File: config.mk
export PLATFORM = sky130hd
export DESIGN_NAME = retire_stage
export DESIGN_NICKNAME = d
export VERILOG_FILES = /design/src/rtl/retire_stage.sv
export SDC_FILE = /design/constraint.sdc
export NUM_CORES = 1
export LEC_CHECK = 0
export CAP_MARGIN = 10
export CORE_MARGIN = 10
export CORE_UTILIZATION = 32
export CTS_BUF_LIST = sky130_fd_sc_hd__clkbuf_4 sky130_fd_sc_hd__clkbuf_8
export DETAILED_ROUTE_END_ITERATION = 12
export GPL_ROUTABILITY_DRIVEN = 1
export PLACE_DENSITY_LB_ADDON = 0.05
export SYNTH_ARGS = -nofsm -noshare
export SYNTH_HDL_FRONTEND = slang
export SYNTH_SLANG_ARGS = --single-unit
File: constraint.sdc
create_clock -name clock -period 1.55 [get_ports clock]
set_clock_uncertainty 0.15 [all_clocks]
set_input_delay 0.155 -clock clock [delete_from_list [all_inputs] [get_ports clock]]
set_output_delay 0.155 -clock clock [all_outputs]
set_load 0.1 [all_outputs]
File: src/rtl/retire_stage.sv
// Retire stage: in-order commit of up to N ROB head entries, registered flush on a
// mispredict, sticky halt. Define RETIRE_STATS_EN to add retired/flush counters.

package retire_pkg;
    localparam int N                = 2;
    localparam int NUM_SCALAR_BITS  = $clog2(N + 1);
    localparam int PHYS_REG_ID_BITS = 6;

    typedef struct packed {
        logic                        complete;
        logic                        mispredict;
        logic                        halt;
        logic                        has_dest;
        logic [4:0]                  arch_reg;
        logic [PHYS_REG_ID_BITS-1:0] T_new;
        logic [PHYS_REG_ID_BITS-1:0] T_old;
        logic [31:0]                 branch_target;
    } ROB_PACKET;
endpackage

module retire_stage
    import retire_pkg::*;
(
    input  logic                        clock,
    input  logic                        reset,
    input  ROB_PACKET                   rob_outputs [N],
    input  logic [NUM_SCALAR_BITS-1:0]  rob_outputs_valid,
    output logic [NUM_SCALAR_BITS-1:0]  num_retiring,
    output logic [N-1:0]                free_valid,
    output logic [PHYS_REG_ID_BITS-1:0] free_reg [N],
    output logic [N-1:0]                arch_wr_en,
    output logic [4:0]                  arch_wr_idx [N],
    output logic [PHYS_REG_ID_BITS-1:0] arch_wr_tag [N],
    output logic                        flush,
    output logic [31:0]                 flush_pc,
    output logic                        halted
`ifdef RETIRE_STATS_EN
    ,
    output logic [63:0]                 retired_count,
    output logic [31:0]                 flush_count
`endif
);

    typedef enum logic [1:0] {
        RUN    = 2'd0,
        FLUSH  = 2'd1,
        HALTED = 2'd2
    } state_t;

    state_t      r_state;
    state_t      w_nextState;
    logic [31:0] r_flushPc;
    logic [N-1:0] w_retire;
    logic        w_stop;
    logic        w_takeFlush;
    logic [31:0] w_flushTarget;

    // Retire window: the in-order prefix of complete entries, closed by a mispredict or halt.
    always_comb begin
        w_retire      = '0;
        w_stop        = 1'b0;
        num_retiring  = '0;
        w_nextState   = r_state;
        w_takeFlush   = 1'b0;
        w_flushTarget = r_flushPc;
        case (r_state)
            RUN: begin
                for (int i = 0; i < N; i++) begin
                    if (!w_stop && !reset && (i < int'(rob_outputs_valid)) && rob_outputs[i].complete) begin
                        w_retire[i]  = 1'b1;
                        num_retiring = num_retiring + NUM_SCALAR_BITS'(1);
                        if (rob_outputs[i].halt) begin
                            w_nextState = HALTED;
                            w_stop      = 1'b1;
                        end else if (rob_outputs[i].mispredict) begin
                            w_nextState   = FLUSH;
                            w_takeFlush   = 1'b1;
                            w_flushTarget = rob_outputs[i].branch_target;
                            w_stop        = 1'b1;
                        end
                    end else begin
                        w_stop = 1'b1;
                    end
                end
            end
            FLUSH:   w_nextState = RUN;
            default: w_nextState = r_state;
        endcase
    end

    always_comb begin
        free_valid = '0;
        arch_wr_en = '0;
        for (int i = 0; i < N; i++) begin
            free_valid[i]  = w_retire[i] && rob_outputs[i].has_dest;
            free_reg[i]    = rob_outputs[i].T_old;
            arch_wr_en[i]  = w_retire[i] && rob_outputs[i].has_dest && (rob_outputs[i].arch_reg != 5'd0);
            arch_wr_idx[i] = rob_outputs[i].arch_reg;
            arch_wr_tag[i] = rob_outputs[i].T_new;
        end
    end

    always_ff @(posedge clock) begin
        if (reset) begin
            r_state   <= RUN;
            r_flushPc <= '0;
        end else begin
            r_state <= w_nextState;
            if (w_takeFlush) begin
                r_flushPc <= w_flushTarget;
            end
        end
    end

    assign flush    = (r_state == FLUSH);
    assign halted   = (r_state == HALTED);
    assign flush_pc = r_flushPc;

`ifdef RETIRE_STATS_EN
    logic [63:0] r_retiredCount;
    logic [31:0] r_flushCount;

    always_ff @(posedge clock) begin
        if (reset) begin
            r_retiredCount <= '0;
            r_flushCount   <= '0;
        end else begin
            r_retiredCount <= r_retiredCount + 64'(num_retiring);
            if (w_takeFlush) begin
                r_flushCount <= r_flushCount + 32'd1;
            end
        end
    end

    assign retired_count = r_retiredCount;
    assign flush_count   = r_flushCount;
`endif

endmodule

# Word-level counts from Yosys, hierarchy flattened
# Index checks and enable logic that the tools add are counted.
# op_classes
n_eq_ne	2
addsub	1
n_mux	30
order_cmp	2
n_reduce_logical	16
# op_table
operator	n
$mux W32	6
$mux W2	10
$mux W1	13
$reduce_bool A5 Y1	2
$logic_and A1 B1 Y1	9
$lt A1 B2 Y1 const A	2
$pmux W2 S2	1
$add A2 B1 Y2 const B	1
$eq A2 B1 Y1 const B	1
$eq A2 B2 Y1 const B	1
$logic_not A1 Y1	2
$logic_not A2 Y1	1
$reduce_and A2 Y1	1
$reduce_bool A2 Y1	1
# word_totals
out_inout_bits	74
register_bits	34

# Logic depth before layout (Yosys ltp)
# logic_depth
depth_word	13
mapped_depth	7

# Least setup slack after synthesis
# OpenSTA, ideal clock, no wires.
# synth_timing
kind	reg2out
start	register r_state[1]
end	output port arch_wr_en[0]
arrival_ns	1.793
n_path_buf	0
stages_incl_launch_ff	4
required_time_ns	1.245
setup_slack_ns	-0.548
path_cell_list	dfxtp_1 -> nor2_1 -> and3_2 -> o21a_1
# synth_via
elab_chain_cells	4
# synth_lines
element	line	source
start, declared	50	state_t r_state;
start signal, assigned	108	r_state <= w_nextState;
$logic_not A2 Y1	66	case (r_state)
$mux W2	66	
$logic_and A1 B1 Y1	--	
named net free_valid[0]	29	output logic [N-1:0] free_valid,
$logic_and A1 B1 Y1	97	arch_wr_en[i] = w_retire[i] && rob_outputs[i].has_dest && (rob_outputs[i].arch_reg != 5'd0);
end, declared	31	output logic [N-1:0] arch_wr_en,
# The timed path passes the listed nets, and every way through them passes these cells.

# Final worst setup path
# layout_timing
start	register r_state[1]
end	output port arch_wr_en[0]
# layout_via
elab_chain_cells	4
# layout_lines
element	line
$logic_not A2 Y1	66
$mux W2	66
$logic_and A1 B1 Y1 (2 in a row)	97
# Every way passes these cells.

==> results_dict.tcl <==
set metrics [dict create \
    status "finished, violations left" \
    violations "setup timing" \
    syn_to_final_growth_pct 106 \
    fmax_ghz 0.601 \
    synth_ff_type "dfxtp_1" \
    relSlewSlack 0.766 \
    cp.required_ns 1.24 \
    first_iter_violations 43 \
    whs_ns 0.160 \
    start_util 0.332 \
    wl_um 7570 \
    place.gp.congestion 0.843 \
    vdd_drop_max_mv 0.469 \
    routed_via_density 4.96 \
    drive_gt1_frac 0.377 \
    grt_max_degree 44 \
    final_cell_mix "69 x clkdlybuf4s50_1, 54 x buf_12, 33 x nand2_1, 33 x buf_4" \
    core_sq_mm 0.00599 \
    die_y_um 98.8 \
    track_usage 0.143 \
    insertedDiodeCount 0 \
    first_global_vias 2181 \
    drv_cap 0 \
    crit_arrival_ns 1.36 \
    finish.utilization 0.684 \
    hold_path.class "in2out" \
    clk_pin_slew_worst_paths_ns 0.06 \
    hold_viol 0 \
    setup_violations 6 \
    nets 456 \
    via_count 2084 \
    fp.dieArea_sq_mm 0.00977 \
    finalWorstSetupSlack_ns -0.114 \
    route.detailed.drc 0 \
    power.density_mw_per_mm2 619 \
    final_common_cell "clkdlybuf4s50_1" \
    leakagePower_nw 1.58 \
    clock-root-buffer "clkbuf_8" \
    min_period_ns 1.66 \
    ys_ff_latch 34 \
    tightestPinTransition_ns 0.351 \
    synth.avg_cell_area_sq_um 9.38 \
    syn-num-nets 323 \
    die_w_um 98.8 \
    cp-end-kind "primary output" \
    cp_max_fo 2 \
    ctsLongestPathBuffers 2 \
    ys_types 30 \
    io_buffers 135 \
    dp.cells 397 \
    synth_warnings 0 \
    grt_pass1_wl_um 11500 \
    synth-edff-count 0 \
    finalMaxSlewViolations 0 \
    insertion_delay_ns 0.27 \
    async_reset_ff_frac 0 \
    cts.sinks 34 \
    syn-cell-area_sq_mm 0.00199 \
    io-pin-count 184 \
    rows 28 \
    grt_setup_unrepaired "yes" \
    crit_type "reg2out" \
    gr-total-overflow 0 \
    fin_crit_sh 1.07 \
    cts_tree "built" \
    antenna_found_initial 0 \
    syn_inst 212 \
    tns_ns -0.445 \
    power.total_w 0.00253 \
    stdcell_count 420 \
    antenna_left 0 \
    htreeDepth 2 \
    wire_per_inst_um 18.0 \
    start_kind "register" \
    dp_hpwl_um 5720 \
    cts_made_buffers 5 \
    yosysSeqAreaShare 0.342 \
    first_pass_iters 4 \
]
[report_power, final]
group	switching (W)	total, W	internal (W)	leakage, nW
clock	0.000304	0.000629	0.000325	0.0407
sequential	0.0000257	0.000925	0.000899	0.276
combinational	0.000505	0.000981	0.000475	1.26
[per-stage QoR]
stage	cell area [sq um]	setup WS, ns
floorplan	2000	-0.306
global placement	3810	-0.372
detailed placement	3810	-0.408
CTS	4040	-0.109
global route	4100	-0.174
finish	4100	-0.114
[critical path: stages (launching register included)]
cell	delay, ns
dfxtp_2	0.34
buf_6	0.12
nor2_4	0.13
and3_4	0.20
o21a_4	0.13
buf_12	0.16
[timing repair]
| action | CTS | global route |
|---|---|---|
| endpoints found under the setup margin | 38 | 40 |
| pin swaps | 11 | 12 |
| gates resized for setup | 39 | 19 |
| setup buffers | 12 | 3 |
| hold endpoints to repair | 0 | 1 |
| hold buffers | 0 | 1 |
[routing by layer]
layer / global-route usage / part of all wire / wire, um / vias up
met5: 0 / 0 / 0 / -
met4: 0.0452 / 0.020 / 150 / 0
met3: 0.0691 / 0.10 / 780 / 28
met2: 0.237 / 0.50 / 3750 / 104
met1: 0.156 / 0.38 / 2890 / 943
li1: - / - / - / 1009
[sequential cells by signal, indices dropped and copies added (netlist names)]
signal	cells
flush_pc	32
r_state	2
[layout make-up]
class	instances	area, sq um
clock buffers	6	76.3
clock inverters	1	7.51
fillers	475	1900
inverters	4	15.0
multi-input cells	123	1020
flip-flops and latches	34	683
well taps	75	93.8
repair buffers	177	2200
[final timing paths]
path	startpoint	end	slack (ns)	cells after the start
min	rob_outputs[85]	free_reg[6]	0.16	0
max reg2reg	r_state[0]$_SDFFE_PP0P_	flush_pc[4]$_SDFFE_PP0P_	0.07	5
max	r_state[1]$_SDFFE_PP0P_	arch_wr_en[0]	-0.11	5
min reg2reg	flush_pc[20]$_SDFFE_PP0P_	flush_pc[20]$_SDFFE_PP0P_	0.34	2
[cell families after synthesis]
logic type                 Yosys count  share of synthesized area
DFF                                 34                      0.342
AOI/OAI and AO/OA                   38                      0.167
buffers and inverters               55                      0.198
adders and majority gates            1                    0.00629
muxes                               32                      0.161
and+or+nand+nor                     52                      0.125
[synth_stat cells (2+ instances only)]
library cell	number	area, sq um
and2_1	2	12.5
and3_1	2	12.5
and3_2	2	15.0
buf_12	3	60.1
buf_2	3	15.0
buf_4	34	255
clkbuf_1	10	37.5
dfxtp_1	34	681
inv_2	3	11.3
mux2i_1	32	320
nand2_1	34	128
nand4b_1	2	17.5
nor2_1	3	11.3
o221ai_1	31	272
or4_1	2	15.0
No activity file was read; power rests on OpenSTA's default activity.
